$ cat src/rtl/pkt_pkg.sv
// Shared types for the 4-port packet router: flit layout, router FSM states
// and the default "discard" packet type.
package pkt_pkg;

  typedef struct packed {
    logic [1:0] dst_addr;
    logic [1:0] p_type;
    logic [7:0] payload;
    logic       eop;
  } flit_t;

  typedef enum logic [1:0] {
    IDLE,
    FWD,
    DROP
  } router_state_t;

  localparam logic [1:0] PTYPE_DROP_DEFAULT = 2'b11;

  function automatic logic [7:0] sat_inc(input logic [7:0] value);
    return (value == 8'hFF) ? value : value + 8'd1;
  endfunction

endpackage

$ cat src/rtl/pkt_fifo.sv
// Show-ahead flit FIFO: the head entry is on dout whenever empty is low.
// Pushes while full and pops while empty are ignored.
module pkt_fifo
  import pkt_pkg::*;
#(
  parameter int DEPTH = 8
) (
  input  logic  clk,
  input  logic  rst,
  input  logic  push,
  input  logic  pop,
  input  flit_t din,
  output flit_t dout,
  output logic  full,
  output logic  empty
);

  localparam int AW = $clog2(DEPTH);
  localparam logic [AW:0] PTR_ONE = {{AW{1'b0}}, 1'b1};

  flit_t       mem_q [DEPTH];
  logic [AW:0] wr_ptr_q, wr_ptr_d;
  logic [AW:0] rd_ptr_q, rd_ptr_d;
  logic        do_push;
  logic        do_pop;

  // Pointers carry one wrap bit so full and empty are distinguishable.
  always_comb begin
    empty    = (wr_ptr_q == rd_ptr_q);
    full     = (wr_ptr_q[AW-1:0] == rd_ptr_q[AW-1:0]) && (wr_ptr_q[AW] != rd_ptr_q[AW]);
    do_push  = push && !full;
    do_pop   = pop && !empty;
    wr_ptr_d = do_push ? wr_ptr_q + PTR_ONE : wr_ptr_q;
    rd_ptr_d = do_pop  ? rd_ptr_q + PTR_ONE : rd_ptr_q;
    dout     = mem_q[rd_ptr_q[AW-1:0]];
  end

  always_ff @(posedge clk or posedge rst) begin
    if (rst) begin
      wr_ptr_q <= '0;
      rd_ptr_q <= '0;
    end else begin
      wr_ptr_q <= wr_ptr_d;
      rd_ptr_q <= rd_ptr_d;
    end
  end

  always_ff @(posedge clk) begin
    if (do_push) mem_q[wr_ptr_q[AW-1:0]] <= din;
  end

endmodule

$ cat src/rtl/pkt_router_4port.sv
// Buffers incoming flits and steers each whole packet to one of four ports,
// dropping reserved-type packets. PKT_ROUTER_STATS_EN adds per-port packet counters.
module pkt_router_4port
  import pkt_pkg::*;
#(
  parameter int         FIFO_DEPTH = 8,
  parameter logic [1:0] PTYPE_DROP = PTYPE_DROP_DEFAULT
) (
  input  logic        clk,
  input  logic        rst,
  input  logic        in_valid,
  output logic        in_ready,
  input  logic [1:0]  in_dst_addr,
  input  logic [1:0]  in_p_type,
  input  logic [7:0]  in_payload,
  input  logic        in_eop,
  output logic [3:0]  out_valid,
  input  logic [3:0]  out_ready,
  output logic [7:0]  out_payload,
  output logic [1:0]  out_p_type,
  output logic        out_eop,
  output logic [7:0]  drop_count
`ifdef PKT_ROUTER_STATS_EN
  ,
  output logic [31:0] port_pkt_count
`endif
);

  flit_t         fifo_din, fifo_head;
  logic          fifo_full, fifo_empty, fifo_pop;
  router_state_t state_q, state_d;
  logic [1:0]    cur_port_q, cur_port_d;
  logic [1:0]    cur_type_q, cur_type_d;
  logic [7:0]    hold_payload_q, hold_payload_d;
  logic          hold_eop_q, hold_eop_d;
  logic [7:0]    drop_count_q, drop_count_d;
  logic          fwd_valid;

  assign fifo_din = '{dst_addr: in_dst_addr, p_type: in_p_type, payload: in_payload, eop: in_eop};
  assign in_ready = !fifo_full;

  pkt_fifo #(.DEPTH(FIFO_DEPTH)) u_fifo (
    .clk   (clk),
    .rst   (rst),
    .push  (in_valid),
    .pop   (fifo_pop),
    .din   (fifo_din),
    .dout  (fifo_head),
    .full  (fifo_full),
    .empty (fifo_empty)
  );

  // IDLE only inspects the head; the first pop happens once FWD/DROP is entered.
  always_comb begin
    state_d        = state_q;
    cur_port_d     = cur_port_q;
    cur_type_d     = cur_type_q;
    hold_payload_d = hold_payload_q;
    hold_eop_d     = hold_eop_q;
    drop_count_d   = drop_count_q;
    fifo_pop       = 1'b0;
    fwd_valid      = 1'b0;
    out_valid      = '0;
    case (state_q)
      IDLE: begin
        if (!fifo_empty) begin
          cur_port_d = fifo_head.dst_addr;
          cur_type_d = fifo_head.p_type;
          state_d    = (fifo_head.p_type == PTYPE_DROP) ? DROP : FWD;
        end
      end
      FWD: begin
        fwd_valid             = !fifo_empty;
        out_valid[cur_port_q] = fwd_valid;
        fifo_pop              = fwd_valid && out_ready[cur_port_q];
        if (fwd_valid) begin
          hold_payload_d = fifo_head.payload;
          hold_eop_d     = fifo_head.eop;
        end
        if (fifo_pop && fifo_head.eop) state_d = IDLE;
      end
      DROP: begin
        fifo_pop = !fifo_empty;
        if (fifo_pop && fifo_head.eop) begin
          drop_count_d = sat_inc(drop_count_q);
          state_d      = IDLE;
        end
      end
      default: state_d = IDLE;
    endcase
    out_payload = fwd_valid ? fifo_head.payload : hold_payload_q;
    out_eop     = fwd_valid ? fifo_head.eop : hold_eop_q;
  end

  assign out_p_type = cur_type_q;
  assign drop_count = drop_count_q;

  always_ff @(posedge clk or posedge rst) begin
    if (rst) begin
      state_q        <= IDLE;
      cur_port_q     <= '0;
      cur_type_q     <= '0;
      hold_payload_q <= '0;
      hold_eop_q     <= 1'b0;
      drop_count_q   <= '0;
    end else begin
      state_q        <= state_d;
      cur_port_q     <= cur_port_d;
      cur_type_q     <= cur_type_d;
      hold_payload_q <= hold_payload_d;
      hold_eop_q     <= hold_eop_d;
      drop_count_q   <= drop_count_d;
    end
  end

`ifdef PKT_ROUTER_STATS_EN
  logic [3:0][7:0] pkt_count_q, pkt_count_d;

  always_comb begin
    pkt_count_d = pkt_count_q;
    if (state_q == FWD && fifo_pop && fifo_head.eop)
      pkt_count_d[cur_port_q] = sat_inc(pkt_count_q[cur_port_q]);
  end

  always_ff @(posedge clk or posedge rst) begin
    if (rst) pkt_count_q <= '0;
    else     pkt_count_q <= pkt_count_d;
  end

  assign port_pkt_count = pkt_count_q;
`endif

endmodule

$ cat config.mk
export PLATFORM = sky130hd
export DESIGN_NAME = pkt_router_4port
export DESIGN_NICKNAME = d
export VERILOG_FILES = /design/src/rtl/pkt_pkg.sv /design/src/rtl/pkt_fifo.sv /design/src/rtl/pkt_router_4port.sv
export SDC_FILE = /design/constraint.sdc
export NUM_CORES = 1
export LEC_CHECK = 0
export CELL_PAD_IN_SITES_DETAIL_PLACEMENT = 0
export CELL_PAD_IN_SITES_GLOBAL_PLACEMENT = 1
export CORE_AREA = 2 2 110 112
export DETAILED_ROUTE_END_ITERATION = 7
export DIE_AREA = 0 0 112 114
export PLACE_DENSITY_LB_ADDON = 0.1
export SETUP_SLACK_MARGIN = 0.15
export SLEW_MARGIN = 20
export SYNTH_ARGS = -nofsm -noshare
export SYNTH_HDL_FRONTEND = slang
export SYNTH_HIERARCHICAL = 1
export SYNTH_SLANG_ARGS = --single-unit
$ cat constraint.sdc
create_clock -name clk -period 3.2 [get_ports clk]
set_input_delay 0.64 -clock clk [delete_from_list [all_inputs] [get_ports clk]]
set_output_delay 0.64 -clock clk [all_outputs]
set_load 0.02 [all_outputs]
Yosys cells after proc, flatten, opt, wreduce, memory -nomap -nowiden
Memory sizes are Yosys's and may differ from the RTL's.
Index checks and enable logic that the tools add are counted.
W data, S select, Z words.
{ "word_totals": {"reg_bits": 31, "ram_bits": 104, "inputBits": 20, "out_inout_bits": 24, "memories": 1} }
{ "mem_list": {"columns": ["memory", "depth", "width", "rd", "rd_clocked_by_memory_dff", "wr", "line", "rtl"], "rows": [
  ["u_fifo.mem_q", 8, 13, 1, 0, 1, "pkt_fifo.sv:21", "flit_t mem_q [DEPTH];"]
]} }
{ "op_classes": {"addsub": 3, "order_cmp": 2, "n_eq_ne": 10, "n_mux": 16, "bitwise_logic": 3, "reduce_logical": 14} }
{ "ops": {"columns": ["op", "count"], "rows": [
  ["$add A4 B1 Y4 const B", 2],
  ["$add A8 B1 Y8 const B", 1],
  ["$eq A8 B8 Y1 const B", 1],
  ["$mux W2", 4],
  ["$mux W8", 1],
  ["$logic_and A1 B1 Y1", 7],
  ["$mux W1", 6],
  ["$ne A2 B2 Y1 const B", 3],
  ["$pmux W2 S3", 1],
  ["$reduce_and A3 Y1", 2],
  ["$and A4 B4 Y4", 1],
  ["$eq A2 B2 Y1 const B", 2],
  ["$eq A4 B4 Y1", 1],
  ["$mux W4", 1],
  ["$reduce_and A2 Y1", 2],
  ["$eq A3 B3 Y1", 1],
  ["$lt A2 B3 Y1 const B", 1],
  ["$bmux W1 S2", 1],
  ["$demux W1 S2", 1],
  ["$eq A2 B1 Y1 const B", 1],
  ["$ge A2 B1 Y1 const B", 1],
  ["$logic_not A1 Y1", 2],
  ["$logic_not A2 Y1", 1],
  ["$not A1 Y1", 2],
  ["other kinds (2)", 2]
]} }

Logic depth before layout (Yosys ltp)
{ "depth": {"depth_word": 6, "depth_mapped": 8, "depth_no_buf": 7} }

Cells and area by module
Netlist, hierarchy kept.
{ "by_module_without_submodules": {"columns": ["module", "instances", "cells_per_inst", "area_per_inst_um2", "seq_area_each_um2"], "rows": [
  ["pkt_fifo", 1, 210, 4655.7, 3323.2],
  ["pkt_router_4port", 1, 89, 1159.9, 575.6]
]} }

Worst setup path before layout
OpenSTA, ideal clock, no wires.
{ "synth_path": {"kind": "register to output", "startpoint": "register u_fifo.wr_ptr_q[0]", "endpoint": "output out_valid[0]", "t_arrival_ps": 2305, "required_time_ps": 2560, "slack_ps": 255, "stages_incl_launch_ff": 8, "n_path_buf": 2, "cell_sequence": "dfrtp_1 > buf_4 > xor2_2 > or3_4 > nor2_1 > nor2b_1 > buf_4 > nor3b_1"} }
{ "synth_between": {"elab_chain_len": 4} }
{ "synth_rtl": {"columns": ["element", "line", "rtl"], "rows": [
  ["from (decl)", "pkt_fifo.sv:22", "logic [AW:0] wr_ptr_q, wr_ptr_d;"],
  ["from (signal assigned)", "pkt_fifo.sv:43", "wr_ptr_q <= wr_ptr_d;"],
  ["$eq A4 B4 Y1", "pkt_fifo.sv:29", "empty = (wr_ptr_q == rd_ptr_q);"],
  ["named net fifo_empty", "pkt_router_4port.sv:30", "logic fifo_full, fifo_empty, fifo_pop;"],
  ["$logic_not A1 Y1", "pkt_router_4port.sv:73", "fwd_valid = !fifo_empty;"],
  ["$and A4 B4 Y4 (no line)", null, null],
  ["$mux W4", "pkt_router_4port.sv:64", "case (state_q)"],
  ["to (decl)", "pkt_router_4port.sv:17", "output logic [3:0] out_valid,"]
]} }
The timed path passes the listed nets, and every way through them passes these cells.

==> impl_metrics.toml <==
[sta]
final_min_period_over_clock_period_pct = 94.93
worst_pin_slew_ns = 0.6381
setup_violation_total_in_the_final_timing_report = 0
rsz_0062_raised_after_global_routing = "yes"
hold_viol = 0
final-max-slew-violation-count = 0
postLayoutSetupSlackWorst_ns = 0.1621
timing.fmax_mhz = 329.2
timing.final.crit_period_ns = 3.038
totalNegativeSetupSlack_ns = 0
finClkSkew_ns = 0.004966
relative_max_transition_margin_pct = 57.15

[clocking]
holdBufCountCts = 0
tritoncts = "yes"
ctsLongestPathBuffers = 2
worst_skew_late_latency_ns = 0.41
cts.root.buffer_cell = "clkbuf_16"
clkTransAtPathRegs_ns = 0.05
cts.sinks = 135
clock_tree.htree_level_count = 4
cts_inserted_buffers = 17

[critical_path]
path_max_fanout = 5
critPathArrivalTime_ns = 2.40
crit_slowest_cell = "dfrtp_2"
critical_path.cell_chain = "buf_6, buf_12, buf_16, mux4_2, mux2_4, mux2_2, buf_2"
cp_data_required_time_ns = 2.56
crit_path_max_incr_delay_ns = 0.48
critical_path.endpoint_type = "output port"
worstSetupStartpointType = "flop"
setup.worst_path.class = "flop to output port"

[synthesis]
yosys.cell_types.count = 49
mappedNetlistArea_um2 = 5816
synthesis.instances = 299
ys_seq_area_share_pct = 67.04
ys_warn_count = 6
synth-async-reset-ratio_pct = 22.96
ys_top_cells_by_count = "edfxtp_1 (104), dfrtp_1 (31), mux2_2 (22)"
synth.ff_latch_count = 135
dominantRegCellSynth = "edfxtp_1"
syn_area_per_cell_um2 = 19.45
yosys-top-cells-area = "edfxtp_1 (54%), dfrtp_1 (13%), mux4_2 (7.4%)"
synth-edff-count = 104
nets_in_the_synthesized_netlist = 325
synthDominantAreaCellType = "edfxtp_1"
top_cell_type_s_share_of_synthesized_area_pct = 53.70
yosys.cell_count.top_type = "edfxtp_1"

[power]
ir_worst_vdd_v = 0.0004425
power-per-cell-area_nw_per_um2 = 997.2
p_comb_share_pct = 41.8
sw_frac_of_total_pct = 31.54
switching_power_summed_over_all_nets_mw = 2.320
power.clock.fraction_pct = 24.4
power.static_leakage_nw = 2.717
internal_power_mw = 5.035
power.share.sequential_pct = 33.8

[route]
count_of_routing_violations_after_the_opening_detailed_route_iteration = 155
finalWirelength_mm = 10.84
routedWlPerCell_um = 19.57
dr_total_vias = 3005
remaining_drc_errors = 0
drt.antenna.violating_nets = 0
via_density_per_instance = 5.424
drt_pre_antenna_iters = 4

[placed_design]
pre_cts_slack_ns = 0.1356
portBuffers = 43
place_hpwl_mm = 6.451
place_inst = 497
globalplace.congestion = 0.7571
dpl_cell_area_um2 = 6548

[run_status]
outcome = "completed"

[floorplanning]
placement_rows = 40
die_y_um = 114
fp.dieArea_um2 = 12770
core_area_um2 = 11710
start_util_pct = 49.66
dieWidth_um = 112
num_io_pins = 44

[final_layout]
number_of_cells_in_the_finished_layout_apart_from_fillers = 554
layout-drive-gt1-share_pct = 37.59
num_antenna_cells = 0
areaGrowthSynthToFinish_pct = 26.83
fillCellCount = 875
num-nets-final = 420
finish.instance_area_um2 = 7376

[grt]
pin_count_of_the_biggest_net_entering_global_routing = 31
grt_overflow_total = 0
global_route_wire_length_before_repair_mm = 16.95
vias_in_the_first_global_route = 3066
gr-usage-all-layers_pct = 18.30
number_of_antenna_violations_at_the_first_check_in_global_routing = 0

[run]
drv.max_cap_violation_count = 0

[min_path]
worst_hold_path_type = "flop to flop"
-- final timing paths --
path	start	endpoint	slack [ns]	cells past startpoint
max in group asynchronous	rst	hold_payload_q[7]	2.32	3
hold / removal	hold_payload_q[4]	hold_payload_q[4]	0.49	1
min in group asynchronous	rst	u_fifo/wr_ptr_q[3]	0.52	2
setup / recovery	u_fifo/rd_ptr_q[0]	out_payload[6]	0.16	7
hold reg to reg	hold_payload_q[4]	hold_payload_q[4]	0.49	1
setup reg to reg	u_fifo/rd_ptr_q[0]	state_q[1]	0.87	9
-- stage by stage --
step,util [%],total power [mW],hold slack [ns]
floorplan,-,4.362,0.4557
global placement,55.91,5.191,0.4816
detailed placement,55.91,5.241,0.4851
CTS,61.82,7.220,0.4952
global route,62.98,7.729,0.5134
finish,62.98,7.355,0.4894
-- power groups by stage --
stage | clock (mW) | sequential [mW] | combinational [mW]
2_1_floorplan | 0 | 2.48 | 1.88
3_3_place_gp | 0 | 2.49 | 2.70
3_5_place_dp | 0 | 2.51 | 2.73
4_1_cts | 1.83 | 2.48 | 2.90
5_1_grt | 1.90 | 2.52 | 3.30
6_report | 1.80 | 2.48 | 3.08
-- cells by family after synthesis --
logic type | synth area share, %
DFF | 67.04
muxes | 16.93
and+or+nand+nor | 5.421
buffers and inverters | 2.044
AOI/OAI and AO/OA | 4.088
xor gates and xnor gates | 3.184
adders and majority gates | 1.291
-- placed cells by master (no fill, tap or decap), types with 4 or more instances in the layout --
master	netlist	layout
and2_1	4	4
buf_12	1	4
buf_2	4	4
buf_4	3	34
buf_6	2	9
clkbuf_1	2	4
clkbuf_16	0	17
clkdlybuf4s50_1	0	30
clkinv_2	0	5
dfrtp_1	31	28
edfxtp_1	104	104
ha_1	6	6
inv_1	7	7
mux2_2	22	15
mux2_4	7	14
mux4_1	7	7
mux4_2	19	19
nand2_1	9	9
nand4_1	4	4
nor2_1	7	6
xnor2_1	10	10
-- worst max-delay path: cells and delay by family (launching register included) --
kind	cells	cell delay, ns
DFF	1	0.48
buffers and inverters	4	0.49
muxes	3	1.02
-- final cells by class --
type	count	area (um^2)	share of cell area [%]
inverter	7	26.28	0.3562
tap	147	183.9	2.494
sequential	135	3902	52.91
multi-input combinational	145	1856	25.16
timing repair buffer	88	853.3	11.57
clock buffer	24	481.7	6.531
clock inverter	8	72.57	0.9839
-- repair_timing --
action,CTS,global route
endpoints found under the setup margin,13,9
resized for setup,44,22
buffers inserted,13,10
gates cloned,2,0
pin swaps,2,1
-- sequential cells by signal, indices dropped and copies added, names as in the netlist --
| name | count |
|---|---|
| hold_payload_q | 8 |
| drop_count | 8 |
| u_fifo/mem_q | 104 |
| cur_port_q | 2 |
| state_q | 2 |
| u_fifo/wr_ptr_q | 4 |
| out_p_type | 2 |
| u_fifo/rd_ptr_q | 4 |
| hold_eop_q | 1 |
-- metal layers --
metal / part of all wire (%) / GRT usage, % / vias up
met1: 47 / 24.76 / 1546
met2: 49 / 29.25 / 49
met3: 2.6 / 4.038 / 14
met4: 1.4 / 7.561 / 0
met5: 0 / 0 / -
li1: - / - / 1396
Power figures use the tool's default switching activity.
==> RTL edit 1: new RTL, same flow settings <==
`FIFO_DEPTH`: 8 -> 4.
--- a/src/rtl/pkt_router_4port.sv
+++ b/src/rtl/pkt_router_4port.sv
@@ -3,7 +3,7 @@
 module pkt_router_4port
   import pkt_pkg::*;
 #(
-  parameter int         FIFO_DEPTH = 8,
+  parameter int         FIFO_DEPTH = 4,
   parameter logic [1:0] PTYPE_DROP = PTYPE_DROP_DEFAULT
 ) (
   input  logic        clk,
Behaviour: not the same (a bounded check fails within 10 cycles, from zero or initial values and one cycle with rst high).
==> RTL edit 1 against the unedited design <==
- area after synthesis is 39% lower
- setup slack better by 32 ps
- total power decreased by 41%
- global-route usage down 6.6 points
- clock skew increased by 2.1 ps
- sequential cell count decreased by 54
- non-clock buffer count is 31 lower
- routed wire length fell by 37%
- sequential share of layout area is 2.9 points lower
- cell area fell by 38%
- critical path type unchanged
- critical endpoint is now out_payload[0]
- largest cell class unchanged
- largest power group unchanged
==> RTL edit 1: results (changes against the unedited design) <==
* Buffer count excluding the clock tree in the final layout at 57 (-35%)
* Clock buffer and inverter area fraction after layout at 6.43% (-1.1 points)
* Via count at 1958 (-35%)
* Seq_cells at 81 (-40%)
* Max FFs per register at 52 (-50%)
* Worst clock skew at 7.11 ps (+2.14 ps)
* Placed cells at 403 (-19%)
* Avg Vias per Cell at 4.65 (-14%)
* Maximum number of pins on one net before global-route repair at 24 (-23%)
* Flip-flop and latch area at 2290 µm² (-41%)
* Distinct cells, synth at 40 (-18%)
* Share of final-layout standard cells stronger than drive strength 1 at 26.3% (-11 points)
* Arrival time at the worst endpoint at 2370 ps (-30 ps)
* Post-synthesis instance total at 207 (-31%)
* IR Drop Worst-Case VDD at 0.000427 V (-3.5%)
* Number of synthesized flops with an enable pin at 52 (-50%)
* Run status: finished, final reports clean
* Worst slew margin at 67.6% (+10 points)
* Estimated wirelength of the detail-placed design at 4.60 mm (-29%)
* First-pass GRT wire length at 11.2 mm (-34%)
* Fill cells at 1116 (+28%)
* Met1 Resource Use GR at 15.6% (-9.1 points)
* Post-route met1 wirelength at 3.26 mm (-36%)
* Total area of multi-input combinational cells at 1200 µm² (-35%)
* Static power due to leakage at 0.00176 µW (-35%)
* WL met2 at 3.15 mm (-40%)
* Total number of multi-input combinational cells at 111 (-23%)
* Power dissipated by switching net loads at 1460 µW (-37%)
==> RTL edit 1: cell count changes after synthesis, sizes merged, moves of 4 or more <==
cell and change:
o31ai +4, mux4 -13, mux2 -15, o311ai -4, o41ai -5, a21oi +4
buf -4, edfxtp -52, nor2 -4
==> RTL edit 1: final timing paths <==
| check | slack (ps) | end | from | cells after the start |
|---|---|---|---|---|
| setup / recovery | 190 | out_payload[0] | u_fifo/rd_ptr_q[2] | 6 |
| hold / removal | 490 | hold_payload_q[6] | hold_payload_q[6] | 1 |
| setup reg to reg | 1170 | u_fifo/mem_q[0][12] | u_fifo/rd_ptr_q[1] | 5 |
| hold reg to reg | 490 | hold_payload_q[6] | hold_payload_q[6] | 1 |
| max in group asynchronous | 2240 | state_q[0] | rst | 3 |
| min in group asynchronous | 570 | u_fifo/rd_ptr_q[2] | rst | 2 |
==> RTL edit 1: kinds of logic (layout without fill, tap and decap cells) <==
family	Yosys count	after routing	share of synthesized area, %
AOI/OAI and AO/OA	21	21	5.89
DFF	81	81	64.4
adders and majority gates	9	9	3.17
xor gates and xnor gates	16	16	4.58
muxes	29	29	13.3
and+or+nand+nor	36	36	6.31
buffers and inverters	15	82	2.36
==> RTL edit 1: metrics by stage <==
stage | util [%] | instance area [µm²] | total power [µW]
2_1_floorplan | - | 3550 | 2750
3_3_place_gp | 35.9 | 4200 | 3380
3_5_place_dp | 35.9 | 4200 | 3370
4_1_cts | 38.8 | 4550 | 4460
5_1_grt | 39.0 | 4570 | 4660
6_report | 39.0 | 4570 | 4370
==> RTL edit 1: timing repair <==
item                       CTS  global route
hold buffers                 0             0
buffers inserted             2             0
setup endpoints to repair   13            10
gates resized for setup      8             9
pin swaps                    2             0
==> RTL edit 2: new RTL, config.mk and constraints unchanged <==
Without the edit above. `hold_payload_q` no longer has a reset.
--- a/src/rtl/pkt_router_4port.sv
+++ b/src/rtl/pkt_router_4port.sv
@@ -100,17 +100,19 @@
       state_q        <= IDLE;
       cur_port_q     <= '0;
       cur_type_q     <= '0;
-      hold_payload_q <= '0;
       hold_eop_q     <= 1'b0;
       drop_count_q   <= '0;
     end else begin
       state_q        <= state_d;
       cur_port_q     <= cur_port_d;
       cur_type_q     <= cur_type_d;
-      hold_payload_q <= hold_payload_d;
       hold_eop_q     <= hold_eop_d;
       drop_count_q   <= drop_count_d;
     end
+  end
+
+  always_ff @(posedge clk) begin
+    hold_payload_q <= hold_payload_d;
   end
 
 `ifdef PKT_ROUTER_STATS_EN
Formal check against the unedited RTL: differs if rst is asserted again (counterexample within 4 cycles, from zero or initial values and one cycle with rst high); with rst held inactive, the same outputs for 10 cycles.
==> RTL edit 2 against the unedited design <==
- die area unchanged
- setup slack got worse by 9.4 ps
- register-to-register slack got worse by 30 ps
- non-clock buffer count decreased by 8
- critical path depth decreased by 1
- sequential cell count unchanged
- first-iteration DRC count increased by 54%
- routed wire length increased by 0.85%
- area after synthesis increased by 0.80%
- via count increased by 1.6%
- total power increased by 1.4%
- cell area decreased by 0.76%
- clock skew about the same
- critical path type unchanged
==> RTL edit 2: results (changes against the unedited design) <==
* Run status: finished, final reports clean
* Number of DRC violations after detailed-routing iteration 0 at 239 (+54%)
* Reported sequential group power at 2540 µW (+2%)
* M3 GR Usage at 6.16% (+2.1 points)
* Seq/Total Area, Yosys at 67.2% (+0.15 points)
* Post-route met1 wirelength at 4.84 mm (-5.5%)
* Critical register-to-register path endpoint: drop_count[1]
* Worst clock skew at 4.92 ps (-0.0424 ps)
* Slew @ Worst Pin at 629 ps (-9.20 ps)
* Most numerous cell types in the synthesized netlist: sky130_fd_sc_hd__edfxtp_1, sky130_fd_sc_hd__dfrtp_1, sky130_fd_sc_hd__mux2_2
* Highest-delay cell along the critical path: sky130_fd_sc_hd__mux4_1
* Combinational logic power at 2920 µW (-5%)
* Power Clock at 2000 µW (+11%)
* Final weighted congestion in routability-driven placement at 0.698 (-7.8%)
* Proportion of register bits with asynchronous set or reset after synthesis at 17.0% (-5.9 points)
* Number of synthesized flops with an enable pin at 112 (+7.7%)
* Final layout net count at 418 (-0.48%)
* Placed instance area at 6620 µm² (+1.1%)
* Highest fanout seen on the critical path at 6 (+1)
* Share of final-layout standard cells stronger than drive strength 1 at 37.4% (-0.22 points)
* Crit path to: out_payload[2]
* Placed cells at 509 (+2.4%)
* Distinct cells, synth at 53 (+8.2%)
* Fill cells at 864 (-1.3%)
* Avg Vias per Cell at 5.54 (+2.2%)
* Metal3 WL at 487 µm (+72%)
* Static power due to leakage at 0.00266 µW (-2.1%)
* Total detailed-routing wirelength at 10.9 mm (+0.85%)
* Hold slack final at 499 ps (+9.77 ps)
==> RTL edit 2: changes by cell type after synthesis, moves of 2 or more <==
cell,unedited run,this run
sky130_fd_sc_hd__edfxtp_1,104,112
sky130_fd_sc_hd__nand4_1,4,2
sky130_fd_sc_hd__nand3_2,2,0
sky130_fd_sc_hd__xor2_1,3,6
sky130_fd_sc_hd__nor3_1,3,5
sky130_fd_sc_hd__and3_1,2,0
sky130_fd_sc_hd__dfrtp_1,31,23
sky130_fd_sc_hd__xnor2_1,10,7
sky130_fd_sc_hd__nand2_1,9,11
sky130_fd_sc_hd__nand3_1,0,4
sky130_fd_sc_hd__nor2_1,7,11
==> RTL edit 2: kinds of logic (layout without fill, tap and decap cells) <==
| family | after synthesis | after routing | synth area share [%] |
|---|---|---|---|
| adders and majority gates | 6 | 6 | 1.28 |
| buffers and inverters | 21 | 118 | 2.31 |
| and+or+nand+nor | 55 | 55 | 5.61 |
| muxes | 57 | 57 | 16.9 |
| AOI/OAI and AO/OA | 17 | 17 | 3.59 |
| xor gates and xnor gates | 16 | 16 | 3.16 |
| DFF | 135 | 135 | 67.2 |
==> RTL edit 2: final cells by class <==
class	instances	area share, %
clock buffer	19	5.91
clock inverter	12	2.43
inverter	7	0.359
multi-input combinational	151	25.0
sequential	135	53.9
tap	147	2.51
timing repair buffer	80	9.93
==> RTL edit 2: what timing repair did <==
| item | CTS | global route |
|---|---|---|
| endpoints found under the hold margin | 0 | 0 |
| buffers inserted | 4 | 6 |
| endpoints found under the setup margin | 14 | 10 |
| gates resized for setup | 27 | 29 |
| pin swaps | 1 | 0 |
| gates cloned | 0 | 1 |
| hold buffers | 0 | 0 |
==> RTL edit 2: critical path, delay by kind of cell, from the launching register on <==
kind	cells	cell delay, ps
DFF	1	470
muxes	3	1080
buffers and inverters	3	430
